<file path="config.mk">
export PLATFORM = sky130hd
export DESIGN_NAME = program_loader
export DESIGN_NICKNAME = d
export VERILOG_FILES = /design/src/rtl/program_loader.sv
export SDC_FILE = /design/constraint.sdc
export NUM_CORES = 1
export LEC_CHECK = 0
export CAP_MARGIN = 10
export CELL_PAD_IN_SITES_DETAIL_PLACEMENT = 0
export CELL_PAD_IN_SITES_GLOBAL_PLACEMENT = 1
export CORE_UTILIZATION = 44
export CTS_BUF_LIST = sky130_fd_sc_hd__clkbuf_8
export DETAILED_ROUTE_END_ITERATION = 8
export GPL_ROUTABILITY_DRIVEN = 0
export PLACE_DENSITY = 0.88
export SYNTH_ARGS = -nofsm -noshare
export SYNTH_HDL_FRONTEND = slang
export SYNTH_SLANG_ARGS = --single-unit
export TNS_END_PERCENT = 100
</file>
<file path="constraint.sdc">
create_clock -name clk -period 2.3 [get_ports clk]
set_input_delay 0.345 -clock clk [delete_from_list [all_inputs] [get_ports clk]]
set_output_delay 0.345 -clock clk [all_outputs]
set_load 0.05 [all_outputs]
</file>
<file path="src/rtl/program_loader.sv">
// Serial program loader: assembles MSB-first bytes from an async 2-wire link,
// writes them to sequential memory addresses and holds the CPU while loading.
module program_loader #(
    parameter int ADDR_W      = 4,
    parameter int SYNC_STAGES = 2
) (
    input  logic              clk,
    input  logic              rst_n,
    input  logic              load_en,
    input  logic              ser_clk,
    input  logic              ser_data,
    input  logic [ADDR_W-1:0] pc,
    output logic [ADDR_W-1:0] mem_address,
    output logic [3:0]        mem_opcode,
    output logic [3:0]        mem_immediate,
    output logic              mem_write,
    output logic              cpu_run,
    output logic              busy,
    output logic [ADDR_W:0]   word_count
);

    localparam logic [ADDR_W:0] LAST_WORD = (ADDR_W+1)'((1 << ADDR_W) - 1);

    typedef enum logic [1:0] {
        ST_RUN,
        ST_LOAD,
        ST_WRITE,
        ST_DONE
    } state_t;

    state_t                 r_state;
    logic [SYNC_STAGES-1:0] r_load_sync;
    logic [SYNC_STAGES-1:0] r_sclk_sync;
    logic [SYNC_STAGES-1:0] r_sdat_sync;
    logic                   r_sclk_q;
    logic [ADDR_W-1:0]      r_load_addr;
    logic [2:0]             r_bit_cnt;
    logic [7:0]             r_shift;
    logic [ADDR_W:0]        r_word_count;
    logic                   r_mem_write;
    logic                   r_cpu_run;
    logic                   r_busy;

    logic w_load_s;
    logic w_sdat_s;
    logic w_ser_rise;

    assign w_load_s   = r_load_sync[SYNC_STAGES-1];
    assign w_sdat_s   = r_sdat_sync[SYNC_STAGES-1];
    assign w_ser_rise = r_sclk_sync[SYNC_STAGES-1] & ~r_sclk_q;

    // Equal-depth synchronizers keep ser_data aligned with the ser_clk edge.
    always_ff @(posedge clk or negedge rst_n) begin
        if (!rst_n) begin
            r_load_sync <= '0;
            r_sclk_sync <= '0;
            r_sdat_sync <= '0;
            r_sclk_q    <= 1'b0;
        end else begin
            r_load_sync <= {r_load_sync[SYNC_STAGES-2:0], load_en};
            r_sclk_sync <= {r_sclk_sync[SYNC_STAGES-2:0], ser_clk};
            r_sdat_sync <= {r_sdat_sync[SYNC_STAGES-2:0], ser_data};
            r_sclk_q    <= r_sclk_sync[SYNC_STAGES-1];
        end
    end

    always_ff @(posedge clk or negedge rst_n) begin
        if (!rst_n) begin
            r_state      <= ST_RUN;
            r_load_addr  <= '0;
            r_bit_cnt    <= '0;
            r_shift      <= '0;
            r_word_count <= '0;
            r_mem_write  <= 1'b0;
            r_cpu_run    <= 1'b0;
            r_busy       <= 1'b0;
        end else begin
            case (r_state)
                ST_RUN: begin
                    if (w_load_s) begin
                        r_state      <= ST_LOAD;
                        r_load_addr  <= '0;
                        r_bit_cnt    <= '0;
                        r_word_count <= '0;
                        r_cpu_run    <= 1'b0;
                        r_busy       <= 1'b1;
                    end else begin
                        r_cpu_run <= 1'b1;
                        r_busy    <= 1'b0;
                    end
                end
                ST_LOAD: begin
                    // Abort is tested first so it beats a coincident 8th bit.
                    if (!w_load_s) begin
                        r_state   <= ST_RUN;
                        r_cpu_run <= 1'b1;
                        r_busy    <= 1'b0;
                    end else if (w_ser_rise) begin
                        r_shift   <= {r_shift[6:0], w_sdat_s};
                        r_bit_cnt <= r_bit_cnt + 3'd1;
                        if (r_bit_cnt == 3'd7) begin
                            r_state     <= ST_WRITE;
                            r_mem_write <= 1'b1;
                        end
                    end
                end
                ST_WRITE: begin
                    r_mem_write  <= 1'b0;
                    r_load_addr  <= r_load_addr + ADDR_W'(1);
                    r_word_count <= r_word_count + (ADDR_W+1)'(1);
                    if (r_word_count == LAST_WORD) begin
                        r_state <= ST_DONE;
                        r_busy  <= 1'b0;
                    end else if (!w_load_s) begin
                        r_state   <= ST_RUN;
                        r_cpu_run <= 1'b1;
                        r_busy    <= 1'b0;
                    end else begin
                        r_state <= ST_LOAD;
                    end
                end
                ST_DONE: begin
                    if (!w_load_s) begin
                        r_state   <= ST_RUN;
                        r_cpu_run <= 1'b1;
                    end
                end
                default: r_state <= ST_RUN;
            endcase
        end
    end

    assign mem_address   = r_cpu_run ? pc : r_load_addr;
    assign mem_opcode    = r_shift[3:0];
    assign mem_immediate = r_shift[7:4];
    assign mem_write     = r_mem_write;
    assign cpu_run       = r_cpu_run;
    assign busy          = r_busy;
    assign word_count    = r_word_count;

endmodule
</file>
==> results of run 1 <==
## cells by family after synthesis
kind of cell,after synthesis,share of synthesized area [%]
buffers and inverters,10,3.839
DFF,32,53.42
muxes,7,6.093
and+or+nand+nor,50,15.61
adders and majority gates,9,7.513
AOI/OAI and AO/OA,31,13.52
## flip-flops by register name, indices dropped and copies added, names as in the netlist, 2 cells and up
signal	cells
word_count	5
r_load_addr	4
r_bit_cnt	3
r_state	2
r_sdat_sync	2
r_shift	8
r_sclk_sync	2
r_load_sync	2
## through the flow
stage               std cells  instance area (µm²)  hold WS (ns)
detailed placement        208                 1797        0.3347
finish                    216                 1887        0.3476
global route              216                 1887        0.3596
CTS                       216                 1887        0.3488
global placement          208                 1797        0.3323
floorplan                 139                 1499       0.04941
## placed cells by master, fill, tap and decap left out, types with 3 or more instances in the layout
| master | netlist | final |
|---|---|---|
| sky130_fd_sc_hd__a21oi_1 | 5 | 5 |
| sky130_fd_sc_hd__a22o_1 | 6 | 6 |
| sky130_fd_sc_hd__buf_4 | 1 | 5 |
| sky130_fd_sc_hd__clkbuf_8 | 0 | 6 |
| sky130_fd_sc_hd__clkdlybuf4s50_1 | 0 | 24 |
| sky130_fd_sc_hd__dfrtp_1 | 32 | 32 |
| sky130_fd_sc_hd__ha_1 | 9 | 9 |
| sky130_fd_sc_hd__inv_1 | 6 | 8 |
| sky130_fd_sc_hd__mux2_2 | 3 | 3 |
| sky130_fd_sc_hd__nand2_1 | 35 | 35 |
| sky130_fd_sc_hd__nand3_1 | 3 | 3 |
| sky130_fd_sc_hd__nor2b_1 | 5 | 5 |
| sky130_fd_sc_hd__o21ai_0 | 10 | 10 |
## layer usage
metal,routed length [µm],global-route usage [%],share of wire [%],vias up
met1,1322,22.54,45,544
met5,0,0,0,-
met3,153,8.529,5.2,7
met2,1393,30.77,48,30
met4,49,8.638,1.7,0
li1,-,-,-,544
## final cells by class
| class | count | share of cell area, % |
|---|---|---|
| repair buffers | 29 | 14.72 |
| multi-input cells | 97 | 33.95 |
| well taps | 44 | 2.918 |
| inverters | 6 | 1.194 |
| flip-flops and latches | 32 | 42.44 |
| clock inverters | 2 | 0.3979 |
| clock buffers | 6 | 4.377 |
## power breakdown
| part | switching [mW] | internal (mW) | total (mW) |
|---|---|---|---|
| logic | 0.391 | 0.221 | 0.612 |
| registers | 0.0683 | 0.640 | 0.708 |
| clock network | 0.196 | 0.235 | 0.430 |
## worst register-to-register path, cell delays in order (launching register included)
cell,delay [ns]
sky130_fd_sc_hd__dfrtp_1,0.42
sky130_fd_sc_hd__ha_1,0.25
sky130_fd_sc_hd__and3_1,0.19
sky130_fd_sc_hd__ha_1,0.25
sky130_fd_sc_hd__nor2b_1,0.17
sky130_fd_sc_hd__a211oi_1,0.25
sky130_fd_sc_hd__a21oi_1,0.06
sky130_fd_sc_hd__o31a_1,0.10
## worst max-delay path by stage
stage / to / slack, ns / depth (start not counted)
floorplan: mem_address[3] / 0.16 / 1
global placement: r_state[0] / 0.59 / 7
detailed placement: r_state[0] / 0.51 / 7
CTS: cpu_run / 0.34 / 1
global route: cpu_run / 0.28 / 1
finish: cpu_run / 0.36 / 1
==> impl_results.html, run 1 <==
<table>
<tr><th>Metric</th><th>Value</th></tr>
<tr><th colspan="2">Outcome</th></tr>
<tr><td>Result of the run</td><td>complete, no violations</td></tr>
<tr><th colspan="2">Power</th></tr>
<tr><td>Worst supply voltage drop on vdd</td><td>573.1 µV</td></tr>
<tr><td>Total power after layout</td><td>1.751 mW</td></tr>
<tr><td>Leak Pwr</td><td>0.8958 nW</td></tr>
<tr><td>Cell Pwr Density</td><td>928.0 nW/µm²</td></tr>
<tr><th colspan="2">Floorplanning</th></tr>
<tr><td>Initial standard-cell utilization of the core</td><td>47.54%</td></tr>
<tr><td>Die outline width</td><td>60.37 µm</td></tr>
<tr><td>Number of I/O pins</td><td>29</td></tr>
<tr><td>Overall die area</td><td>3644 µm²</td></tr>
<tr><td>Die height</td><td>60.37 µm</td></tr>
<tr><td>Floorplan core area</td><td>3153 µm²</td></tr>
<tr><td># rows</td><td>20</td></tr>
<tr><th colspan="2">Synthesis</th></tr>
<tr><td>Post-synthesis sequential area ratio</td><td>53.42%</td></tr>
<tr><td>Share of the synthesized area in the top cell type</td><td>53.42%</td></tr>
<tr><td>Most used flip-flop cell after synthesis</td><td>sky130_fd_sc_hd__dfrtp_1</td></tr>
<tr><td>Cell accounting for the most synthesized area</td><td>sky130_fd_sc_hd__dfrtp_1</td></tr>
<tr><td>EDFF count, synth</td><td>0</td></tr>
<tr><td>Async S/R FF share, synth</td><td>100.0%</td></tr>
<tr><td>Synth top cells by count</td><td>sky130_fd_sc_hd__nand2_1 (35), sky130_fd_sc_hd__dfrtp_1 (32), sky130_fd_sc_hd__o21ai_0 (10), sky130_fd_sc_hd__ha_1 (9)</td></tr>
<tr><td>Cell types with the largest area share after synthesis</td><td>sky130_fd_sc_hd__dfrtp_1 (53%), sky130_fd_sc_hd__nand2_1 (8.8%), sky130_fd_sc_hd__ha_1 (7.5%)</td></tr>
<tr><td>Synthesized instance count</td><td>139</td></tr>
<tr><td>Mapped cell area</td><td>1499 µm²</td></tr>
<tr><td>Net count of the mapped netlist</td><td>157</td></tr>
<tr><td>Number of different library cells in the post-synthesis netlist</td><td>28</td></tr>
<tr><td>Flip-flop and latch count after synthesis</td><td>32</td></tr>
<tr><td>Warnings, synthesis</td><td>0</td></tr>
<tr><td>Average cell area after synthesis</td><td>10.78 µm²</td></tr>
<tr><td>Most common cell in the synthesized netlist</td><td>sky130_fd_sc_hd__nand2_1</td></tr>
<tr><th colspan="2">Timing</th></tr>
<tr><td>Fin Setup TNS</td><td>0 ns</td></tr>
<tr><td>Fin crit period</td><td>1.939 ns</td></tr>
<tr><td>Endpoints failing hold</td><td>0</td></tr>
<tr><td>Slew @ Worst Pin</td><td>0.5228 ns</td></tr>
<tr><td>Final period util</td><td>84.32%</td></tr>
<tr><td>Worst rel slew slack</td><td>65.04%</td></tr>
<tr><td>Achievable Freq</td><td>515.6 MHz</td></tr>
<tr><td>Count of pins over their slew limit</td><td>0</td></tr>
<tr><td>Setup violators final</td><td>0</td></tr>
<tr><td>Setup slack after layout</td><td>0.3606 ns</td></tr>
<tr><td>RSZ-0062 raised after global routing</td><td>false</td></tr>
<tr><td>Clock skew</td><td>0.004667 ns</td></tr>
<tr><th colspan="2">Routing</th></tr>
<tr><td>Total wirelength of the detailed-routed design</td><td>2.919 mm</td></tr>
<tr><td>Routed vias/inst</td><td>5.208</td></tr>
<tr><td>Via count of the routed design</td><td>1125</td></tr>
<tr><td>DRC</td><td>0</td></tr>
<tr><td>Average routed wire per standard cell</td><td>13.51 µm</td></tr>
<tr><td>Number of iterations in the first detailed-routing pass</td><td>5</td></tr>
<tr><td>Post-DRT Antenna Nets</td><td>0</td></tr>
<tr><td>Number of DRC markers after the initial detailed-route iteration</td><td>28</td></tr>
<tr><th colspan="2">CTS</th></tr>
<tr><td>Clock tree buffer depth</td><td>2</td></tr>
<tr><td>Root buffer selected by CTS</td><td>sky130_fd_sc_hd__clkbuf_8</td></tr>
<tr><td>Clock Latency Late Sink</td><td>0.28 ns</td></tr>
<tr><td>Setup fix buffers added after clock tree synthesis</td><td>0</td></tr>
<tr><td>TritonCTS clock tree</td><td>built</td></tr>
<tr><td>Count of hold-fix buffers inserted at cts</td><td>0</td></tr>
<tr><td>TritonCTS Sinks</td><td>32</td></tr>
<tr><td>Total clock buffers created by CTS</td><td>5</td></tr>
<tr><td>Clock-pin transition on the worst setup and hold timing paths</td><td>0.06 ns</td></tr>
<tr><td>Clock H-tree levels</td><td>2</td></tr>
<tr><td>Post-cts gate resize count</td><td>0</td></tr>
<tr><th colspan="2">Final layout</th></tr>
<tr><td>Proportion of layout cells with a drive suffix above 1</td><td>10.47%</td></tr>
<tr><td>Area taken by flip-flops and latches</td><td>800.8 µm²</td></tr>
<tr><td>Area taken by multi-input logic gates</td><td>640.6 µm²</td></tr>
<tr><td>Final core utilization</td><td>59.84%</td></tr>
<tr><td>Layout-stage area growth over the synthesis result</td><td>25.88%</td></tr>
<tr><td>Filler Cell Count</td><td>281</td></tr>
<tr><td>Antenna diode instance count</td><td>0</td></tr>
<tr><td>Total number of nets in the final design</td><td>189</td></tr>
<tr><th colspan="2">Global route</th></tr>
<tr><td>GRT Total Usage</td><td>19.32%</td></tr>
<tr><td>Pin count of the biggest net entering global routing</td><td>33</td></tr>
<tr><td>Vias in the first global route</td><td>1127</td></tr>
<tr><td>Global-route wire length before repair</td><td>5.009 mm</td></tr>
<tr><td>Grt ovf</td><td>0</td></tr>
<tr><td>Initial antenna violation count</td><td>0</td></tr>
<tr><th colspan="2">Critical path</th></tr>
<tr><td>Crit path launch type</td><td>flop</td></tr>
<tr><td>Largest delay share family, worst path</td><td>buffers and inverters</td></tr>
<tr><td>Highest net fanout along the worst path</td><td>7</td></tr>
<tr><td>Number of cell instances on the worst register-to-register path</td><td>7</td></tr>
<tr><td>Path type of the worst setup path</td><td>reg -&gt; out</td></tr>
<tr><td>Buffering stage count on the worst path with inverters included</td><td>1</td></tr>
<tr><td>Type of destination of the critical path</td><td>output port</td></tr>
<tr><td>Startpoint of the most critical register-to-register path</td><td>word_count[0]</td></tr>
<tr><td>Maximum single-stage delay on the critical path</td><td>0.85 ns</td></tr>
<tr><td>CP startpoint</td><td>cpu_run</td></tr>
<tr><td>Crit path arrival time</td><td>1.59 ns</td></tr>
<tr><td>Critical register-to-register path endpoint</td><td>r_state[0]</td></tr>
<tr><td>Flop-to-flop setup slack</td><td>0.49 ns</td></tr>
<tr><td>Slowest cell on the critical path</td><td>sky130_fd_sc_hd__clkdlybuf4s50_1</td></tr>
<tr><td>Sequence of cells on the critical path</td><td>clkdlybuf4s50_1</td></tr>
<tr><td>Required time reported for the critical path endpoint</td><td>1.96 ns</td></tr>
<tr><th colspan="2">Worst hold path</th></tr>
<tr><td>Class of the worst hold path</td><td>reg -&gt; reg</td></tr>
<tr><td>Worst-case hold path end point</td><td>r_sclk_sync[1]</td></tr>
<tr><td>Number of instances on the worst hold path</td><td>0</td></tr>
<tr><td>Worst Hold Launch</td><td>r_sclk_sync[0]</td></tr>
<tr><th colspan="2">Placement</th></tr>
<tr><td>Port bufs</td><td>28</td></tr>
<tr><td>Worst slack, placed</td><td>0.5138 ns</td></tr>
<tr><td>HPWL after DPL</td><td>2.021 mm</td></tr>
<tr><th colspan="2">Flow run</th></tr>
<tr><td>Max Cap Violations</td><td>0</td></tr>
</table>
Power figures use the tool's default switching activity.
==> run 2: changes to the inputs <==
Settings changed: CORE_UTILIZATION 44 to 41, PLACE_DENSITY 0.88 to 0.83.
Clock period 2.3 ns to 1.83 ns, I/O delays scaled along.
==> run 2 against run 1 <==
Compared with the run above:
- cell count is 3.7% higher
- sequential power rose by 25%
- global-route usage fell by 1.5 points
- largest power group unchanged
- utilization is 1.9 points lower
- critical path depth did not move
- via count up 3.0%
==> impl_results.html, run 2 (same netlist as run 1, synthesis figures left out) <==
<table>
<tr><th>Metric</th><th>Value</th></tr>
<tr><th colspan="2">Critical path</th></tr>
<tr><td>Sequence of cells on the critical path</td><td>clkdlybuf4s50_1</td></tr>
<tr><td>Slowest cell on the critical path</td><td>sky130_fd_sc_hd__clkdlybuf4s50_1</td></tr>
<tr><td>Largest delay share family, worst path</td><td>buffers and inverters</td></tr>
<tr><td>Buffering stage count on the worst path with inverters included</td><td>1 (unchanged)</td></tr>
<tr><td>Number of cell instances on the worst register-to-register path</td><td>7 (unchanged)</td></tr>
<tr><td>Maximum single-stage delay on the critical path</td><td>0.81 ns (-0.04 ns)</td></tr>
<tr><td>Highest net fanout along the worst path</td><td>5 (-2)</td></tr>
<tr><td>Path type of the worst setup path</td><td>reg -&gt; out</td></tr>
<tr><td>Type of destination of the critical path</td><td>output port</td></tr>
<tr><td>Crit path launch type</td><td>flop</td></tr>
<tr><td>Crit path arrival time</td><td>1.48 ns (-0.11 ns)</td></tr>
<tr><td>Number of logic stages on the critical path including buffering</td><td>1 (unchanged)</td></tr>
<tr><td>Required time reported for the critical path endpoint</td><td>1.56 ns (-0.40 ns)</td></tr>
<tr><th colspan="2">Routing</th></tr>
<tr><td>Number of DRC markers after the initial detailed-route iteration</td><td>35 (+25%)</td></tr>
<tr><td>DRC</td><td>0 (unchanged)</td></tr>
<tr><td>Number of iterations in the first detailed-routing pass</td><td>4 (-1)</td></tr>
<tr><td>Routed vias/inst</td><td>5.174 (-0.66%)</td></tr>
<tr><td>Average routed wire per standard cell</td><td>13.65 µm (+1.0%)</td></tr>
<tr><td>Via count of the routed design</td><td>1159 (+3.0%)</td></tr>
<tr><td>Total wirelength of the detailed-routed design</td><td>3.058 mm (+4.8%)</td></tr>
<tr><td>Post-DRT Antenna Nets</td><td>0 (unchanged)</td></tr>
<tr><th colspan="2">CTS</th></tr>
<tr><td>Root buffer selected by CTS</td><td>sky130_fd_sc_hd__clkbuf_8</td></tr>
<tr><td>TritonCTS Sinks</td><td>32 (unchanged)</td></tr>
<tr><td>Clock H-tree levels</td><td>2 (unchanged)</td></tr>
<tr><td>Clock Latency Late Sink</td><td>0.28 ns (about the same)</td></tr>
<tr><td>Total clock buffers created by CTS</td><td>5 (unchanged)</td></tr>
<tr><td>Clock tree buffer depth</td><td>2 (unchanged)</td></tr>
<tr><td>Clock-pin transition on the worst setup and hold timing paths</td><td>0.06 ns (about the same)</td></tr>
<tr><td>Setup fix buffers added after clock tree synthesis</td><td>0 (unchanged)</td></tr>
<tr><td>TritonCTS clock tree</td><td>built</td></tr>
<tr><th colspan="2">Power</th></tr>
<tr><td>Switching Fraction</td><td>37.03% (-0.38 points)</td></tr>
<tr><td>Cell Pwr Density</td><td>1152 nW/µm² (+24%)</td></tr>
<tr><td>Power dissipated by switching net loads</td><td>0.8445 mW (+29%)</td></tr>
<tr><td>Leak Pwr</td><td>0.9417 nW (+5.1%)</td></tr>
<tr><td>Clock group share of total power</td><td>24.0% (-0.6 points)</td></tr>
<tr><td>Combinational cell fraction of total power</td><td>37.1% (+2.1 points)</td></tr>
<tr><td>Worst supply voltage drop on vdd</td><td>943.1 µV (+65%)</td></tr>
<tr><td>Internal power contribution</td><td>1.436 mW (+31%)</td></tr>
<tr><td>Sequential Power Share</td><td>38.9% (-1.5 points)</td></tr>
<tr><th colspan="2">Timing</th></tr>
<tr><td>Setup slack after layout</td><td>0.07655 ns (-0.2841 ns)</td></tr>
<tr><td>Count of pins over their slew limit</td><td>0 (unchanged)</td></tr>
<tr><td>Endpoints failing hold</td><td>0 (unchanged)</td></tr>
<tr><td>Worst rel slew slack</td><td>67.01% (+2.0 points)</td></tr>
<tr><td>RSZ-0062 raised after global routing</td><td>false</td></tr>
<tr><td>Slew @ Worst Pin</td><td>0.4933 ns (-0.02949 ns)</td></tr>
<tr><td>Achievable Freq</td><td>570.3 MHz</td></tr>
<tr><td>Clock skew</td><td>0.007337 ns (+0.002671 ns)</td></tr>
<tr><td>Fin Setup TNS</td><td>0 ns (unchanged)</td></tr>
<tr><td>Setup violators final</td><td>0 (unchanged)</td></tr>
<tr><td>Fin crit period</td><td>1.753 ns</td></tr>
<tr><td>Final period util</td><td>95.82%</td></tr>
<tr><th colspan="2">Floorplanning</th></tr>
<tr><td>Overall die area</td><td>3902 µm² (+7.1%)</td></tr>
<tr><td>Number of I/O pins</td><td>29 (unchanged)</td></tr>
<tr><td>Die height</td><td>62.47 µm (+3.5%)</td></tr>
<tr><td># rows</td><td>21 (+5.0%)</td></tr>
<tr><td>Die outline width</td><td>62.47 µm (+3.5%)</td></tr>
<tr><td>Floorplan core area</td><td>3416 µm² (+8.3%)</td></tr>
<tr><td>Initial standard-cell utilization of the core</td><td>43.88% (-3.7 points)</td></tr>
<tr><th colspan="2">Outcome</th></tr>
<tr><td>Result of the run</td><td>complete, no violations</td></tr>
<tr><th colspan="2">Placement</th></tr>
<tr><td>HPWL after DPL</td><td>2.221 mm (+9.9%)</td></tr>
<tr><td>Placed inst area</td><td>1884 µm² (+4.9%)</td></tr>
<tr><td>Worst slack, placed</td><td>0.1031 ns (-0.4107 ns)</td></tr>
<tr><td>Port bufs</td><td>28 (unchanged)</td></tr>
<tr><th colspan="2">Worst hold path</th></tr>
<tr><td>Number of instances on the worst hold path</td><td>0 (unchanged)</td></tr>
<tr><td>Class of the worst hold path</td><td>reg -&gt; reg</td></tr>
<tr><th colspan="2">Final layout</th></tr>
<tr><td>Total number of nets in the final design</td><td>195 (+3.2%)</td></tr>
<tr><td>Most frequent cells in the layout</td><td>sky130_fd_sc_hd__nand2_1 (35), sky130_fd_sc_hd__dfrtp_1 (30), sky130_fd_sc_hd__clkdlybuf4s50_1 (19)</td></tr>
<tr><td>Summed area of non-filler cells in the final layout</td><td>1979 µm² (+4.9%)</td></tr>
<tr><td>Filler Cell Count</td><td>291 (+3.6%)</td></tr>
<tr><td>Biggest register</td><td>r_shift</td></tr>
<tr><td>Layout-stage area growth over the synthesis result</td><td>32.05%</td></tr>
<tr><td>Proportion of layout cells with a drive suffix above 1</td><td>19.10% (+8.6 points)</td></tr>
<tr><td>Antenna diode instance count</td><td>0 (unchanged)</td></tr>
<tr><td>Flip-flop count of the largest register after layout</td><td>8 (unchanged)</td></tr>
<tr><td>Most common cell after layout, fill and taps aside</td><td>sky130_fd_sc_hd__nand2_1</td></tr>
<tr><th colspan="2">Global route</th></tr>
<tr><td>Global-route wire length before repair</td><td>5.319 mm (+6.2%)</td></tr>
<tr><td>Grt ovf</td><td>0 (unchanged)</td></tr>
<tr><td>Initial antenna violation count</td><td>0 (unchanged)</td></tr>
<tr><td>GRT Total Usage</td><td>17.79% (-1.5 points)</td></tr>
<tr><td>Vias in the first global route</td><td>1149 (+2.0%)</td></tr>
<tr><td>Pin count of the biggest net entering global routing</td><td>33 (unchanged)</td></tr>
<tr><th colspan="2">Flow run</th></tr>
<tr><td>Max Cap Violations</td><td>0 (unchanged)</td></tr>
</table>
==> run 2: cell types whose count changed in the layout (fill, tap and decap cells not counted), sizes merged <==
cell           previous run  this run
inv                       8         6
clkdlybuf4s50            24        19
buf                       5        16
clkinv                    0         2
==> run 2: metal layers <==
metal  GRT usage, %  wire length, µm  vias to the layer above
met5              0                0                        -
li1               -                -                      555
met3          6.387              150                        8
met4          8.430               79                        0
met1          19.36             1318                      562
met2          30.57             1509                       34
==> run 2: layout make-up <==
type | instances | area (µm²) | area share [%]
Sequential cell | 32 | 803.3 | 40.58
Multi-Input combinational cell | 97 | 643.1 | 32.49
Timing Repair Buffer | 35 | 360.3 | 18.20
Clock buffer | 6 | 82.58 | 4.172
Tap cell | 46 | 57.56 | 2.908
Inverter | 6 | 22.52 | 1.138
Clock inverter | 2 | 10.01 | 0.5057
==> run 2: per-stage QoR <==
step / utilization, % / total power, mW / std cells / hold WS [ns]
6_report: 57.95 / 2.281 / 224 / 0.3486
2_1_floorplan: - / 1.450 / 139 / -0.02109
3_5_place_dp: 55.16 / 1.746 / 216 / 0.3373
3_3_place_gp: 55.16 / 1.727 / 216 / 0.3314
5_1_grt: 57.95 / 2.412 / 224 / 0.3534
4_1_cts: 57.88 / 2.308 / 224 / 0.3519
==> run 2: repair_timing <==
action                     CTS  global route
hold buffers                 0             0
setup endpoints to repair    0             1
gates resized for setup      0             1
==> run 2: power groups by stage <==
| stage | registers [mW] | logic [mW] | clock network (mW) |
|---|---|---|---|
| detailed placement | 0.898 | 0.848 | 0 |
| CTS | 0.886 | 0.853 | 0.568 |
| global placement | 0.894 | 0.834 | 0 |
| floorplan | 1.10 | 0.351 | 0 |
| global route | 0.901 | 0.908 | 0.604 |
| finish | 0.887 | 0.846 | 0.548 |
==> run 2: worst paths after layout <==
| path | startpoint | to | slack (ns) |
|---|---|---|---|
| min reg2reg | r_sclk_sync[0] | r_sclk_sync[1] | 0.35 |
| max in group asynchronous | rst_n | word_count[0] | 1.12 |
| min | r_sclk_sync[0] | r_sclk_sync[1] | 0.35 |
| min in group asynchronous | rst_n | r_shift[4] | 0.39 |
| max reg2reg | word_count[0] | r_state[0] | 0.10 |
| max | word_count[0] | word_count[0] | 0.08 |
==> run 3: changes to the inputs <==
Settings changed: CORE_MARGIN from default to 10.
==> run 3 against run 2 <==
Compared with the run above:
- sequential share of layout area rose by 0.47 points
- combinational power is 1% lower
- setup slack gained 0.0093 ns
- hold slack improved by 0.0018 ns
- non-clock buffer count shrank 1
- clock skew decreased by 0.00073 ns
- sequential power about the same
- design area down 1.1%
- critical path depth up 6
- count of clock-buffer cells in the layout unchanged
- power shrank 0.51%
- highest routed layer unchanged
==> impl_results.html, run 3 (same netlist as run 1, synthesis figures left out) <==
<table>
<tr><th>Metric</th><th>Value</th></tr>
<tr><th colspan="2">CTS</th></tr>
<tr><td>Total clock buffers created by CTS</td><td>5 (unchanged)</td></tr>
<tr><td>Setup fix buffers added after clock tree synthesis</td><td>0 (unchanged)</td></tr>
<tr><td>Clock tree buffer depth</td><td>2 (unchanged)</td></tr>
<tr><td>TritonCTS clock tree</td><td>built</td></tr>
<tr><td>Post-cts gate resize count</td><td>0 (unchanged)</td></tr>
<tr><td>Clock H-tree levels</td><td>2 (unchanged)</td></tr>
<tr><td>TritonCTS Sinks</td><td>32 (unchanged)</td></tr>
<tr><td>Root buffer selected by CTS</td><td>sky130_fd_sc_hd__clkbuf_8</td></tr>
<tr><td>Clock Latency Late Sink</td><td>0.28 ns (about the same)</td></tr>
<tr><td>Count of hold-fix buffers inserted at cts</td><td>0 (unchanged)</td></tr>
<tr><td>Clock-pin transition on the worst setup and hold timing paths</td><td>0.07 ns (about the same)</td></tr>
<tr><th colspan="2">Power</th></tr>
<tr><td>Switching Fraction</td><td>37.05% (about the same)</td></tr>
<tr><td>Combinational cell fraction of total power</td><td>36.9% (-0.2 points)</td></tr>
<tr><td>Internal power contribution</td><td>1.428 mW (-0.55%)</td></tr>
<tr><td>Sequential Power Share</td><td>39.1% (+0.2 points)</td></tr>
<tr><td>Power dissipated by switching net loads</td><td>0.8408 mW (-0.45%)</td></tr>
<tr><td>Worst supply voltage drop on vdd</td><td>695.6 µV (-26%)</td></tr>
<tr><td>Clock group share of total power</td><td>24.0% (about the same)</td></tr>
<tr><td>Leak Pwr</td><td>0.9465 nW (+0.51%)</td></tr>
<tr><td>Total power after layout</td><td>2.269 mW (-0.51%)</td></tr>
<tr><td>Cell Pwr Density</td><td>1160 nW/µm² (+0.63%)</td></tr>
<tr><th colspan="2">Final layout</th></tr>
<tr><td>Filler Cell Count</td><td>306 (+5.2%)</td></tr>
<tr><td>Most common cell after layout, fill and taps aside</td><td>sky130_fd_sc_hd__nand2_1</td></tr>
<tr><td>Area taken by flip-flops and latches</td><td>803.3 µm² (unchanged)</td></tr>
<tr><td>Area taken by multi-input logic gates</td><td>640.6 µm² (-0.39%)</td></tr>
<tr><td>Most frequent cells in the layout</td><td>sky130_fd_sc_hd__nand2_1 (35), sky130_fd_sc_hd__dfrtp_1 (30), sky130_fd_sc_hd__buf_4 (16)</td></tr>
<tr><td>Antenna diode instance count</td><td>0 (unchanged)</td></tr>
<tr><td>Total number of nets in the final design</td><td>194 (-0.51%)</td></tr>
<tr><td>Flip-flop count of the largest register after layout</td><td>8 (unchanged)</td></tr>
<tr><td>Biggest register</td><td>r_shift</td></tr>
<tr><td>Layout-stage area growth over the synthesis result</td><td>30.55%</td></tr>
<tr><td>Proportion of layout cells with a drive suffix above 1</td><td>20.90% (+1.8 points)</td></tr>
<tr><th colspan="2">Worst hold path</th></tr>
<tr><td>Class of the worst hold path</td><td>reg -&gt; reg</td></tr>
<tr><th colspan="2">Critical path</th></tr>
<tr><td>Maximum single-stage delay on the critical path</td><td>0.43 ns (-0.38 ns)</td></tr>
<tr><td>Buffering stage count on the worst path with inverters included</td><td>0 (-1)</td></tr>
<tr><td>Sequence of cells on the critical path</td><td>ha_1 &gt; and3_1 &gt; ha_1 &gt; nor2b_1 &gt; a211oi_1 &gt; a21oi_1 &gt; o31a_1</td></tr>
<tr><td>Crit path arrival time</td><td>1.91 ns (+0.43 ns)</td></tr>
<tr><td>Path type of the worst setup path</td><td>reg -&gt; reg</td></tr>
<tr><td>Type of destination of the critical path</td><td>flop</td></tr>
<tr><td>Crit path launch type</td><td>flop</td></tr>
<tr><td>Required time reported for the critical path endpoint</td><td>2.00 ns (+0.44 ns)</td></tr>
<tr><td>Highest net fanout along the worst path</td><td>5 (unchanged)</td></tr>
<tr><td>Slowest cell on the critical path</td><td>sky130_fd_sc_hd__dfrtp_2</td></tr>
<tr><td>Largest delay share family, worst path</td><td>adder cells</td></tr>
<tr><td>Most numerous cell on the critical path</td><td>sky130_fd_sc_hd__ha_1</td></tr>
<tr><th colspan="2">Placement</th></tr>
<tr><td>HPWL after DPL</td><td>2.291 mm (+3.2%)</td></tr>
<tr><td>Port bufs</td><td>28 (unchanged)</td></tr>
<tr><th colspan="2">Routing</th></tr>
<tr><td>Total wirelength of the detailed-routed design</td><td>3.053 mm (-0.16%)</td></tr>
<tr><td>Number of iterations in the first detailed-routing pass</td><td>4 (unchanged)</td></tr>
<tr><td>Number of DRC markers after the initial detailed-route iteration</td><td>113 (+220%)</td></tr>
<tr><td>Post-DRT Antenna Nets</td><td>0 (unchanged)</td></tr>
<tr><td>Routed vias/inst</td><td>5.018 (-3.0%)</td></tr>
<tr><td>Average routed wire per standard cell</td><td>13.69 µm (+0.28%)</td></tr>
<tr><td>Via count of the routed design</td><td>1119 (-3.5%)</td></tr>
<tr><td>DRC</td><td>0 (unchanged)</td></tr>
<tr><th colspan="2">Global route</th></tr>
<tr><td>Pin count of the biggest net entering global routing</td><td>33 (unchanged)</td></tr>
<tr><td>Grt ovf</td><td>0 (unchanged)</td></tr>
<tr><td>Global-route wire length before repair</td><td>5.264 mm (-1.0%)</td></tr>
<tr><td>Initial antenna violation count</td><td>0 (unchanged)</td></tr>
<tr><td>Vias in the first global route</td><td>1189 (+3.5%)</td></tr>
<tr><td>GRT Total Usage</td><td>9.984% (-7.8 points)</td></tr>
<tr><th colspan="2">Timing</th></tr>
<tr><td>Fin crit period</td><td>1.744 ns (-0.009283 ns)</td></tr>
<tr><td>Fin Setup TNS</td><td>0 ns (unchanged)</td></tr>
<tr><td>Achievable Freq</td><td>573.3 MHz (+0.53%)</td></tr>
<tr><td>Endpoints failing hold</td><td>0 (unchanged)</td></tr>
<tr><td>Clock skew</td><td>0.006605 ns (-0.0007327 ns)</td></tr>
<tr><td>Worst rel slew slack</td><td>65.94% (-1.1 points)</td></tr>
<tr><td>RSZ-0062 raised after global routing</td><td>false</td></tr>
<tr><td>Slew @ Worst Pin</td><td>0.5093 ns (+0.01602 ns)</td></tr>
<tr><td>Count of pins over their slew limit</td><td>0 (unchanged)</td></tr>
<tr><td>Setup violators final</td><td>0 (unchanged)</td></tr>
<tr><td>Worst hold-check slack</td><td>0.3504 ns (+0.001822 ns)</td></tr>
<tr><td>Final period util</td><td>95.31% (-0.51 points)</td></tr>
<tr><th colspan="2">Floorplanning</th></tr>
<tr><td>Floorplan core area</td><td>3442 µm² (+0.77%)</td></tr>
<tr><td>Die outline width</td><td>80.47 µm (+29%)</td></tr>
<tr><td>Overall die area</td><td>6475 µm² (+66%)</td></tr>
<tr><td># rows</td><td>21 (unchanged)</td></tr>
<tr><td>Die height</td><td>80.47 µm (+29%)</td></tr>
<tr><td>Initial standard-cell utilization of the core</td><td>43.55% (-0.33 points)</td></tr>
<tr><td>Number of I/O pins</td><td>29 (unchanged)</td></tr>
<tr><th colspan="2">Outcome</th></tr>
<tr><td>Result of the run</td><td>complete, no violations</td></tr>
<tr><th colspan="2">Flow run</th></tr>
<tr><td>Max Cap Violations</td><td>0 (unchanged)</td></tr>
</table>
-- run 3: cell count changes in the layout (fill, tap and decap cells not counted) --
cell / before / now
sky130_fd_sc_hd__buf_4: 12 / 16
sky130_fd_sc_hd__clkdlybuf4s50_1: 19 / 14
sky130_fd_sc_hd__ha_2: 1 / 0
sky130_fd_sc_hd__ha_1: 8 / 9
-- run 3: worst register-to-register path, delay by kind of cell, from the launching register on --
family	cells	cell delay (ns)
and+or+nand+nor	2	0.34
adders and majority gates	2	0.47
AOI/OAI and AO/OA	3	0.39
DFF	1	0.43
-- run 3: area by class of cell --
type,count,share of cell area [%]
sequential,32,41.05
multi-input combinational,97,32.74
timing repair buffer,34,17.39
clock buffer,6,4.220
tap,46,2.941
inverter,6,1.151
clock inverter,2,0.5115
-- run 3: worst paths after layout --
path                                 from        endpoint  slack (ns)  cells after the start
max                         word_count[0]      r_state[0]        0.09                      7
max reg2reg                 word_count[0]      r_state[0]        0.09                      7
min in group asynchronous           rst_n  r_load_addr[0]        0.39                      2
max in group asynchronous           rst_n   word_count[0]        1.14                      2
min                        r_load_sync[0]  r_load_sync[1]        0.35                      0
min reg2reg                r_load_sync[0]  r_load_sync[1]        0.35                      0
-- run 3: layer usage --
metal | global-route usage [%] | wire (µm) | up-vias
met5 | 0 | 0 | -
met4 | 4.049 | 51 | 0
met3 | 4.566 | 225 | 7
met2 | 16.16 | 1409 | 29
met1 | 11.09 | 1366 | 530
li1 | - | - | 553
-- run 3: stage by stage --
stage	util (%)	std cells	cell area (µm²)	setup WS, ns
after floorplan	-	139	1501	0.07641
after global placement	53.73	213	1849	0.1603
after detailed placement	53.73	213	1849	0.1165
after CTS	56.42	221	1942	0.07392
after global routing	56.85	223	1957	0.007709
final	56.85	223	1957	0.08583
-- run 3: power groups by stage --
stage / clock, mW / sequential (mW) / combinational (mW)
6_report: 0.545 / 0.888 / 0.836
5_1_grt: 0.597 / 0.906 / 0.906
4_1_cts: 0.565 / 0.889 / 0.829
3_3_place_gp: 0 / 0.893 / 0.816
3_5_place_dp: 0 / 0.901 / 0.825
2_1_floorplan: 0 / 1.10 / 0.351
